**config.mk**
```make
export PLATFORM = sky130hd
export DESIGN_NAME = hash_msg_framer_flat
export DESIGN_NICKNAME = d
export VERILOG_FILES = /design/src/rtl/hash_msg_framer_pkg.sv /design/src/rtl/hash_msg_framer_if.sv /design/src/rtl/hash_msg_framer_byte_fifo.sv /design/src/rtl/hash_msg_framer.sv /design/src/flat_wrapper.sv
export SDC_FILE = /design/constraint.sdc
export NUM_CORES = 1
export LEC_CHECK = 0
export BUFFER_PORTS_ARGS = -buffer_cell sky130_fd_sc_hd__buf_2
export CELL_PAD_IN_SITES_DETAIL_PLACEMENT = 1
export CELL_PAD_IN_SITES_GLOBAL_PLACEMENT = 1
export CORE_ASPECT_RATIO = 0.5
export CORE_MARGIN = 3
export CORE_UTILIZATION = 44
export CTS_CLUSTER_DIAMETER = 40
export DETAILED_ROUTE_END_ITERATION = 10
export PLACE_DENSITY = 0.81
export SLEW_MARGIN = 20
export SYNTH_ARGS = -nofsm -noshare
export SYNTH_HDL_FRONTEND = slang
export SYNTH_SLANG_ARGS = --single-unit
```
**constraint.sdc**
```tcl
create_clock -name clk -period 5.65 [get_ports clk]
set_input_delay 0.2825 -clock clk [delete_from_list [all_inputs] [get_ports clk]]
set_output_delay 0.2825 -clock clk [all_outputs]
set_load 0.03 [all_outputs]
```
**src/rtl/hash_msg_framer_pkg.sv**
```systemverilog
// ---------------------------------------------------------------------------
// hash_framer_pkg
// Shared types and constants for the hash message framer: the framer FSM
// state encoding, byte and digest widths, and the digest the hash core
// produces for a zero-length message (used as a reference by benches).
// ---------------------------------------------------------------------------
package hash_framer_pkg;

    localparam int BYTE_W   = 8;
    localparam int DIGEST_W = 32;

    // Digest of the empty message as produced by the attached hash core.
    localparam logic [DIGEST_W-1:0] EMPTY_MSG_DIGEST = 32'h956F7883;

    typedef enum logic [2:0] {
        ST_IDLE     = 3'd0,
        ST_STREAM   = 3'd1,
        ST_SETTLE   = 3'd2,
        ST_WAIT_DIG = 3'd3,
        ST_RESULT   = 3'd4
    } framer_state_t;

endpackage

```
**src/rtl/hash_msg_framer_if.sv**
```systemverilog
// ---------------------------------------------------------------------------
// hash_msg_framer_if
// Bundles every handshake/bus signal of the framer:
//   command   : cmd_valid, cmd_ready, cmd_len
//   byte input: in_valid, in_ready, in_data
//   core side : M_valid, C_in, M (to core), hash_ready, digest_in (from core)
//   result    : out_valid, out_ready, out_digest, out_err
// Modports:
//   slave  - the framer itself
//   master - the host / core environment driving the framer
// ---------------------------------------------------------------------------
interface hash_msg_framer_if #(
    parameter int LEN_W = 64
);
    import hash_framer_pkg::*;

    logic                cmd_valid;
    logic                cmd_ready;
    logic [LEN_W-1:0]    cmd_len;

    logic                in_valid;
    logic                in_ready;
    logic [BYTE_W-1:0]   in_data;

    logic                M_valid;
    logic [LEN_W-1:0]    C_in;
    logic [BYTE_W-1:0]   M;
    logic                hash_ready;
    logic [DIGEST_W-1:0] digest_in;

    logic                out_valid;
    logic                out_ready;
    logic [DIGEST_W-1:0] out_digest;
    logic                out_err;

    modport slave (
        input  cmd_valid, cmd_len, in_valid, in_data, hash_ready, digest_in, out_ready,
        output cmd_ready, in_ready, M_valid, C_in, M, out_valid, out_digest, out_err
    );

    modport master (
        output cmd_valid, cmd_len, in_valid, in_data, hash_ready, digest_in, out_ready,
        input  cmd_ready, in_ready, M_valid, C_in, M, out_valid, out_digest, out_err
    );

endinterface

```
**src/rtl/hash_msg_framer_byte_fifo.sv**
```systemverilog
// ---------------------------------------------------------------------------
// byte_fifo
// Synchronous DEPTH x 8 FIFO with a registered read port.
// Ports:
//   clk, rst_n  - clock, asynchronous active-low reset (empties the FIFO)
//   push/wr_data- write one byte (ignored when full unless popping too)
//   pop         - load the head byte into rd_data and advance (ignored when empty)
//   rd_zero     - load 0 into rd_data without popping
//   rd_data     - registered read data, holds between pops
//   full/empty  - occupancy flags
// DEPTH must be a power of two, at least 2.
// ---------------------------------------------------------------------------
module byte_fifo
    import hash_framer_pkg::*;
#(
    parameter int DEPTH = 16
) (
    input  logic              clk,
    input  logic              rst_n,
    input  logic              push,
    input  logic [BYTE_W-1:0] wr_data,
    input  logic              pop,
    input  logic              rd_zero,
    output logic [BYTE_W-1:0] rd_data,
    output logic              full,
    output logic              empty
);

    localparam int AW = $clog2(DEPTH);

    // Pointers carry one extra wrap bit to tell full from empty.
    logic [AW:0]       wr_ptr_q, wr_ptr_d;
    logic [AW:0]       rd_ptr_q, rd_ptr_d;
    logic [BYTE_W-1:0] rd_data_q, rd_data_d;
    logic [BYTE_W-1:0] mem_q [DEPTH];
    logic              do_push;
    logic              do_pop;

    assign empty   = (wr_ptr_q == rd_ptr_q);
    assign full    = (wr_ptr_q[AW] != rd_ptr_q[AW]) &&
                     (wr_ptr_q[AW-1:0] == rd_ptr_q[AW-1:0]);
    assign rd_data = rd_data_q;

    always_comb begin
        do_pop    = pop && !empty;
        // A pop in the same cycle frees the slot, so push-while-full is safe then.
        do_push   = push && (!full || do_pop);
        wr_ptr_d  = wr_ptr_q;
        rd_ptr_d  = rd_ptr_q;
        rd_data_d = rd_data_q;
        if (do_push) begin
            wr_ptr_d = wr_ptr_q + (AW+1)'(1);
        end
        if (do_pop) begin
            rd_ptr_d  = rd_ptr_q + (AW+1)'(1);
            rd_data_d = mem_q[rd_ptr_q[AW-1:0]];
        end else if (rd_zero) begin
            rd_data_d = '0;
        end
    end

    always_ff @(posedge clk or negedge rst_n) begin
        if (!rst_n) begin
            wr_ptr_q  <= '0;
            rd_ptr_q  <= '0;
            rd_data_q <= '0;
        end else begin
            wr_ptr_q  <= wr_ptr_d;
            rd_ptr_q  <= rd_ptr_d;
            rd_data_q <= rd_data_d;
        end
    end

    // Storage is pure data: no reset needed, occupancy lives in the pointers.
    always_ff @(posedge clk) begin
        if (do_push) begin
            mem_q[wr_ptr_q[AW-1:0]] <= wr_data;
        end
    end

endmodule

```
**src/rtl/hash_msg_framer.sv**
```systemverilog
// ---------------------------------------------------------------------------
// hash_msg_framer
// Feeds a hash core from a host byte stream. The host issues a length
// command, then streams bytes under valid/ready; bytes are buffered in a
// byte_fifo and replayed to the core as M_valid/M strobes with C_in held at
// the message length. After the last strobe the framer waits SETTLE_CYC
// cycles (so a stale hash_ready from the previous message is never taken),
// then waits up to TIMEOUT_CYC cycles for hash_ready and returns the digest
// (or an error with a zero digest) on a valid/ready result port.
// Ports:
//   clk, rst_n - clock, asynchronous active-low reset
//   bus        - hash_msg_framer_if.slave: command, byte input, core and
//                result interfaces
// SETTLE_CYC and TIMEOUT_CYC must be at least 1.
// ---------------------------------------------------------------------------
module hash_msg_framer
    import hash_framer_pkg::*;
#(
    parameter int FIFO_DEPTH  = 16,
    parameter int LEN_W       = 64,
    parameter int SETTLE_CYC  = 2,
    parameter int TIMEOUT_CYC = 64
) (
    input  logic             clk,
    input  logic             rst_n,
    hash_msg_framer_if.slave bus
);

    localparam int SET_W = $clog2(SETTLE_CYC + 1);
    localparam int TMO_W = $clog2(TIMEOUT_CYC + 1);
    localparam logic [SET_W-1:0] SETTLE_LAST  = SET_W'(SETTLE_CYC - 1);
    localparam logic [TMO_W-1:0] TIMEOUT_LAST = TMO_W'(TIMEOUT_CYC - 1);

    framer_state_t       state_q, state_d;
    logic [LEN_W-1:0]    len_q, len_d;
    logic [LEN_W-1:0]    acc_cnt_q, acc_cnt_d;
    logic [LEN_W-1:0]    sent_cnt_q, sent_cnt_d;
    logic [SET_W-1:0]    settle_cnt_q, settle_cnt_d;
    logic [TMO_W-1:0]    tmo_cnt_q, tmo_cnt_d;
    logic                m_valid_q, m_valid_d;
    logic                out_valid_q, out_valid_d;
    logic [DIGEST_W-1:0] out_digest_q, out_digest_d;
    logic                out_err_q, out_err_d;

    logic                cmd_ready;
    logic                in_ready;
    logic                fifo_push;
    logic                fifo_pop;
    logic                fifo_zero;
    logic                fifo_full;
    logic                fifo_empty;
    logic [BYTE_W-1:0]   fifo_rd_data;

    byte_fifo #(
        .DEPTH (FIFO_DEPTH)
    ) u_fifo (
        .clk     (clk),
        .rst_n   (rst_n),
        .push    (fifo_push),
        .wr_data (bus.in_data),
        .pop     (fifo_pop),
        .rd_zero (fifo_zero),
        .rd_data (fifo_rd_data),
        .full    (fifo_full),
        .empty   (fifo_empty)
    );

    // The FIFO read register doubles as the M output register: it only
    // changes on a pop (or the zero-length strobe), so M holds between strobes.
    assign bus.M          = fifo_rd_data;
    assign bus.M_valid    = m_valid_q;
    assign bus.C_in       = len_q;
    assign bus.cmd_ready  = cmd_ready;
    assign bus.in_ready   = in_ready;
    assign bus.out_valid  = out_valid_q;
    assign bus.out_digest = out_digest_q;
    assign bus.out_err    = out_err_q;

    always_comb begin
        state_d      = state_q;
        len_d        = len_q;
        acc_cnt_d    = acc_cnt_q;
        sent_cnt_d   = sent_cnt_q;
        settle_cnt_d = settle_cnt_q;
        tmo_cnt_d    = tmo_cnt_q;
        m_valid_d    = 1'b0;
        out_valid_d  = out_valid_q;
        out_digest_d = out_digest_q;
        out_err_d    = out_err_q;
        cmd_ready    = (state_q == ST_IDLE);
        in_ready     = 1'b0;
        fifo_push    = 1'b0;
        fifo_pop     = 1'b0;
        fifo_zero    = 1'b0;

        case (state_q)
            ST_IDLE: begin
                if (bus.cmd_valid) begin
                    len_d      = bus.cmd_len;
                    acc_cnt_d  = '0;
                    sent_cnt_d = '0;
                    state_d    = ST_STREAM;
                end
            end

            ST_STREAM: begin
                settle_cnt_d = '0;
                // acc_cnt never exceeds len, so the counters cannot wrap.
                in_ready  = !fifo_full && (acc_cnt_q < len_q);
                fifo_push = bus.in_valid && in_ready;
                if (fifo_push) begin
                    acc_cnt_d = acc_cnt_q + LEN_W'(1);
                end

                if (len_q == '0) begin
                    // Zero-length message: one strobe with M=0. M_valid was
                    // low on entry, so a high M_valid here is our own strobe.
                    if (m_valid_q) begin
                        state_d = ST_SETTLE;
                    end else begin
                        m_valid_d = 1'b1;
                        fifo_zero = 1'b1;
                    end
                end else if (sent_cnt_q == len_q) begin
                    // Final strobe is visible this cycle; settle starts next.
                    state_d = ST_SETTLE;
                end else if (!fifo_empty) begin
                    fifo_pop   = 1'b1;
                    m_valid_d  = 1'b1;
                    sent_cnt_d = sent_cnt_q + LEN_W'(1);
                end
            end

            ST_SETTLE: begin
                tmo_cnt_d = '0;
                if (settle_cnt_q == SETTLE_LAST) begin
                    state_d = ST_WAIT_DIG;
                end else begin
                    settle_cnt_d = settle_cnt_q + SET_W'(1);
                end
            end

            ST_WAIT_DIG: begin
                if (bus.hash_ready) begin
                    out_digest_d = bus.digest_in;
                    out_err_d    = 1'b0;
                    out_valid_d  = 1'b1;
                    state_d      = ST_RESULT;
                end else if (tmo_cnt_q == TIMEOUT_LAST) begin
                    out_digest_d = '0;
                    out_err_d    = 1'b1;
                    out_valid_d  = 1'b1;
                    state_d      = ST_RESULT;
                end else begin
                    tmo_cnt_d = tmo_cnt_q + TMO_W'(1);
                end
            end

            ST_RESULT: begin
                if (bus.out_ready) begin
                    out_valid_d = 1'b0;
                    len_d       = '0;
                    state_d     = ST_IDLE;
                end
            end

            default: begin
                state_d = ST_IDLE;
            end
        endcase
    end

    always_ff @(posedge clk or negedge rst_n) begin
        if (!rst_n) begin
            state_q      <= ST_IDLE;
            len_q        <= '0;
            acc_cnt_q    <= '0;
            sent_cnt_q   <= '0;
            settle_cnt_q <= '0;
            tmo_cnt_q    <= '0;
            m_valid_q    <= 1'b0;
            out_valid_q  <= 1'b0;
            out_digest_q <= '0;
            out_err_q    <= 1'b0;
        end else begin
            state_q      <= state_d;
            len_q        <= len_d;
            acc_cnt_q    <= acc_cnt_d;
            sent_cnt_q   <= sent_cnt_d;
            settle_cnt_q <= settle_cnt_d;
            tmo_cnt_q    <= tmo_cnt_d;
            m_valid_q    <= m_valid_d;
            out_valid_q  <= out_valid_d;
            out_digest_q <= out_digest_d;
            out_err_q    <= out_err_d;
        end
    end

endmodule

```
**src/flat_wrapper.sv**
```systemverilog
// flat-port wrapper written by rule: the top's interface ports become plain ports
module hash_msg_framer_flat import hash_framer_pkg::*;
#(
    parameter int FIFO_DEPTH  = 16,
    parameter int LEN_W       = 64,
    parameter int SETTLE_CYC  = 2,
    parameter int TIMEOUT_CYC = 64
)
  (clk, rst_n, bus_cmd_valid, bus_cmd_len, bus_in_valid, bus_in_data, bus_hash_ready, bus_digest_in, bus_out_ready, bus_cmd_ready, bus_in_ready, bus_M_valid, bus_C_in, bus_M, bus_out_valid, bus_out_digest, bus_out_err);
  hash_msg_framer_if #(.LEN_W(LEN_W)) bus_i ();
  input  logic clk;
  input  logic rst_n;
  input wire logic [$bits(bus_i.cmd_valid)-1:0] bus_cmd_valid;
  input wire logic [$bits(bus_i.cmd_len)-1:0] bus_cmd_len;
  input wire logic [$bits(bus_i.in_valid)-1:0] bus_in_valid;
  input wire logic [$bits(bus_i.in_data)-1:0] bus_in_data;
  input wire logic [$bits(bus_i.hash_ready)-1:0] bus_hash_ready;
  input wire logic [$bits(bus_i.digest_in)-1:0] bus_digest_in;
  input wire logic [$bits(bus_i.out_ready)-1:0] bus_out_ready;
  output wire logic [$bits(bus_i.cmd_ready)-1:0] bus_cmd_ready;
  output wire logic [$bits(bus_i.in_ready)-1:0] bus_in_ready;
  output wire logic [$bits(bus_i.M_valid)-1:0] bus_M_valid;
  output wire logic [$bits(bus_i.C_in)-1:0] bus_C_in;
  output wire logic [$bits(bus_i.M)-1:0] bus_M;
  output wire logic [$bits(bus_i.out_valid)-1:0] bus_out_valid;
  output wire logic [$bits(bus_i.out_digest)-1:0] bus_out_digest;
  output wire logic [$bits(bus_i.out_err)-1:0] bus_out_err;
  assign bus_i.cmd_valid = bus_cmd_valid;
  assign bus_i.cmd_len = bus_cmd_len;
  assign bus_i.in_valid = bus_in_valid;
  assign bus_i.in_data = bus_in_data;
  assign bus_i.hash_ready = bus_hash_ready;
  assign bus_i.digest_in = bus_digest_in;
  assign bus_i.out_ready = bus_out_ready;
  assign bus_cmd_ready = bus_i.cmd_ready;
  assign bus_in_ready = bus_i.in_ready;
  assign bus_M_valid = bus_i.M_valid;
  assign bus_C_in = bus_i.C_in;
  assign bus_M = bus_i.M;
  assign bus_out_valid = bus_i.out_valid;
  assign bus_out_digest = bus_i.out_digest;
  assign bus_out_err = bus_i.out_err;
  hash_msg_framer #(.FIFO_DEPTH(FIFO_DEPTH), .LEN_W(LEN_W), .SETTLE_CYC(SETTLE_CYC), .TIMEOUT_CYC(TIMEOUT_CYC)) u_core (.clk(clk), .rst_n(rst_n), .bus(bus_i));
endmodule
```
==> impl_metrics.ini <==
[flow_run]
cap_viol_max_count = 0

[power]
cellPowerDensity_nw_per_um2 = 492
total_power_mw = 11.4
peakVddDrop_uv = 301
p_leak_nw = 10.2

[routing]
avgViaCountPerCell = 6.16
drt_first_pass_iters = 5
wl_mm = 72.4
dr.first_iter.drc_count = 1844
drcViolationCount = 0
avgRoutedWirePerCell_microns = 26.8
ant_nets = 0
vias = 16700

[sta]
rsz0062_at_grt = false
finalCriticalPeriod_ns = 4.90
tns_ns = 0
layout_setup_ws_ns = 0.746
worst_pin_slew_ns = 1.10
setup_viol_count_final = 0
maxSlewViolCount = 0
period_share = 0.868
relSlewSlack = 0.266
whs_ns = 0.0117
fmax_mhz = 204
skew_ns = 0.0186
hold_viol_final = 0

[setup_path]
crit_chain = ha_1 -> a21oi_1 -> o21ai_0 -> a221oi_1 -> o211ai_1 -> a211oi_1 -> nand2_1 -> nor4b_2
crit_type = flop to flop
rr_worst_depth = 8
worst_ep_arrival_time_ns = 5.07
cp.required_ns = 5.82
slowest_stage = nor4b_2
cp_max_fo = 17
crit_cells = 8
critPathCaptureType = flop
path_buf_inv = 0
crit_family = simple AND/OR/NAND/NOR gates
crit_path_start_kind = flop
slowest_delay_ns = 1.13

[placement]
dpl_cell_area_sq_um = 21000
hpwlAfterDp_mm = 46.5
portBuffers = 218
gp_congestion = 0.922
pre_cts_slack_ns = 1.07

[synthesis]
synth_fp_nets = 1985
synth_area_sq_um = 19200
avgSynthCellArea_sq_um = 10.7
synth_seq_cells = 385
synth-edff-count = 128
ys_types = 58
yosys_warnings = 0
synth_async_sr_flop_share = 0.668
ys.flop_type = dfrtp_1
syn-instance-count = 1803
ys_seq_area_frac = 0.534

[worst_hold_path]
hp-class = primary input to flop
hold-path-cell-count = 3

[global_route]
grt_pass1_vias = 17400
grt_max_degree = 161
track_usage = 0.309
grt_pass1_wl_mm = 110
overflow = 0
antenna_found_initial = 7

[final_layout]
layout-drive-gt1-share = 0.175
layout.nets = 2270
final_common_cell = dfrtp_1
finish.instance_area_sq_um = 23200
syn_to_final_growth_pct = 20.9
final_cell_mix = 256 x dfrtp_1, 235 x nand2_1, 217 x buf_2, 128 x edfxtp_1, 124 x o21ai_0
fill_cells = 4645

[floorplanning]
dieArea_sq_um = 46400
core_area_sq_um = 42600
ios = 219
die_y_microns = 154
die_x_microns = 302
num_rows = 53
initial_utilization = 0.452

[clocking]
cts_sinks = 385
cts_resized = 0
numCtsBuffers = 43
clkLatencyLatePin_ns = 0.57
h-tree-depth = 2
clk_path_buf_depth = 3
clock-root-buffer = clkbuf_16
cts_tree = built
clkTransAtPathRegs_ns = 0.06

[outcome]
outcome = finished, final reports clean
cell usage after synthesis (22+ instances only):
cell / number / area, sq um
a21oi_1: 61 / 305
a22o_1: 32 / 280
a31oi_1: 23 / 144
and3_1: 31 / 194
clkbuf_1: 67 / 251
dfrtp_1: 257 / 6430
edfxtp_1: 128 / 3840
ha_1: 72 / 901
inv_1: 80 / 300
mux4_2: 40 / 901
nand2_1: 237 / 890
nand3_1: 114 / 571
nand4_1: 67 / 419
nor2_1: 108 / 405
nor4_1: 42 / 263
o21ai_0: 124 / 621
o31ai_1: 22 / 165
xor2_1: 108 / 946
path summary, 6_finish.rpt:
path                                           from                        end  slack [ns]
min                                 bus_cmd_len[45]        u_core.bus.C_in[45]        0.01
min reg2reg                u_core.bus.out_digest[4]   u_core.bus.out_digest[4]        0.51
min in group asynchronous                     rst_n      u_core.sent_cnt_q[29]        0.36
max in group asynchronous                     rst_n  u_core.u_fifo.rd_ptr_q[0]        3.79
max                            u_core.acc_cnt_q[27]  u_core.u_fifo.mem_q[3][7]        0.75
max reg2reg                    u_core.acc_cnt_q[27]  u_core.u_fifo.mem_q[3][7]        0.75
where the power goes:
part	total, mW	switching (mW)	internal (mW)
Clock	2.87	1.24	1.64
Sequential	4.58	1.06	3.52
Combinational	3.97	2.55	1.42
Total	11.4	4.85	6.58
tightest hold or removal path: stages:
cell and delay (ns):
buf_2 0.09, nand3_1 0.08, nand2_1 0.08
cell families (layout without fill, tap and decap cells):
| group | Yosys count | after routing | share of synthesized area |
|---|---|---|---|
| AOI/OAI and AO/OA | 316 | 316 | 0.101 |
| xor gates and xnor gates | 117 | 117 | 0.0533 |
| adders and majority gates | 72 | 72 | 0.0469 |
| buffers and inverters | 166 | 484 | 0.0334 |
| DFF | 385 | 385 | 0.534 |
| muxes | 45 | 45 | 0.0497 |
| other | 0 | 4 | 0 |
| and+or+nand+nor | 702 | 702 | 0.181 |
metrics by stage:
step,util,std cells
global route,0.546,2702
CTS,0.545,2698
global placement,0.493,2536
detailed placement,0.493,2536
finish,0.546,2702
floorplan,-,1803
per-layer routing:
layer  global-route usage  vias to the layer above  wire [microns]
met1                0.402                     8532           28600
met3               0.0632                      225            5490
li1                     -                     7156               -
met2                0.499                      735           34200
met5                    0                        -              24
met4                0.148                        4            4030
cell type report:
cell class	count	area, sq um	area share
antenna	4	10.0	0.000431
clock buffer	61	1200	0.0518
timing repair buffer	326	2130	0.0918
inverter	80	300	0.0129
sequential	385	10300	0.442
multi-input combinational	1252	8400	0.362
clock inverter	17	194	0.00834
tap	577	722	0.0311
sequential cells by signal, summed over array words and instances (netlist names), 3 cells and up:
name,cells
u_core.bus.C_in,64
u_core.sent_cnt_q,64
u_core.u_fifo.wr_ptr_q,5
u_core.state_q,3
u_core.u_fifo.mem_q,128
u_core.tmo_cnt_q,7
u_core.bus.out_digest,32
u_core.u_fifo.rd_data,8
u_core.acc_cnt_q,64
u_core.u_fifo.rd_ptr_q,5
what timing repair did:
| action | CTS | global route |
|---|---|---|
| setup buffers | 0 | 0 |
| hold buffers | 84 | 0 |
| endpoints found under the hold margin | 180 | 0 |
No activity file was read; power rests on OpenSTA's default activity.
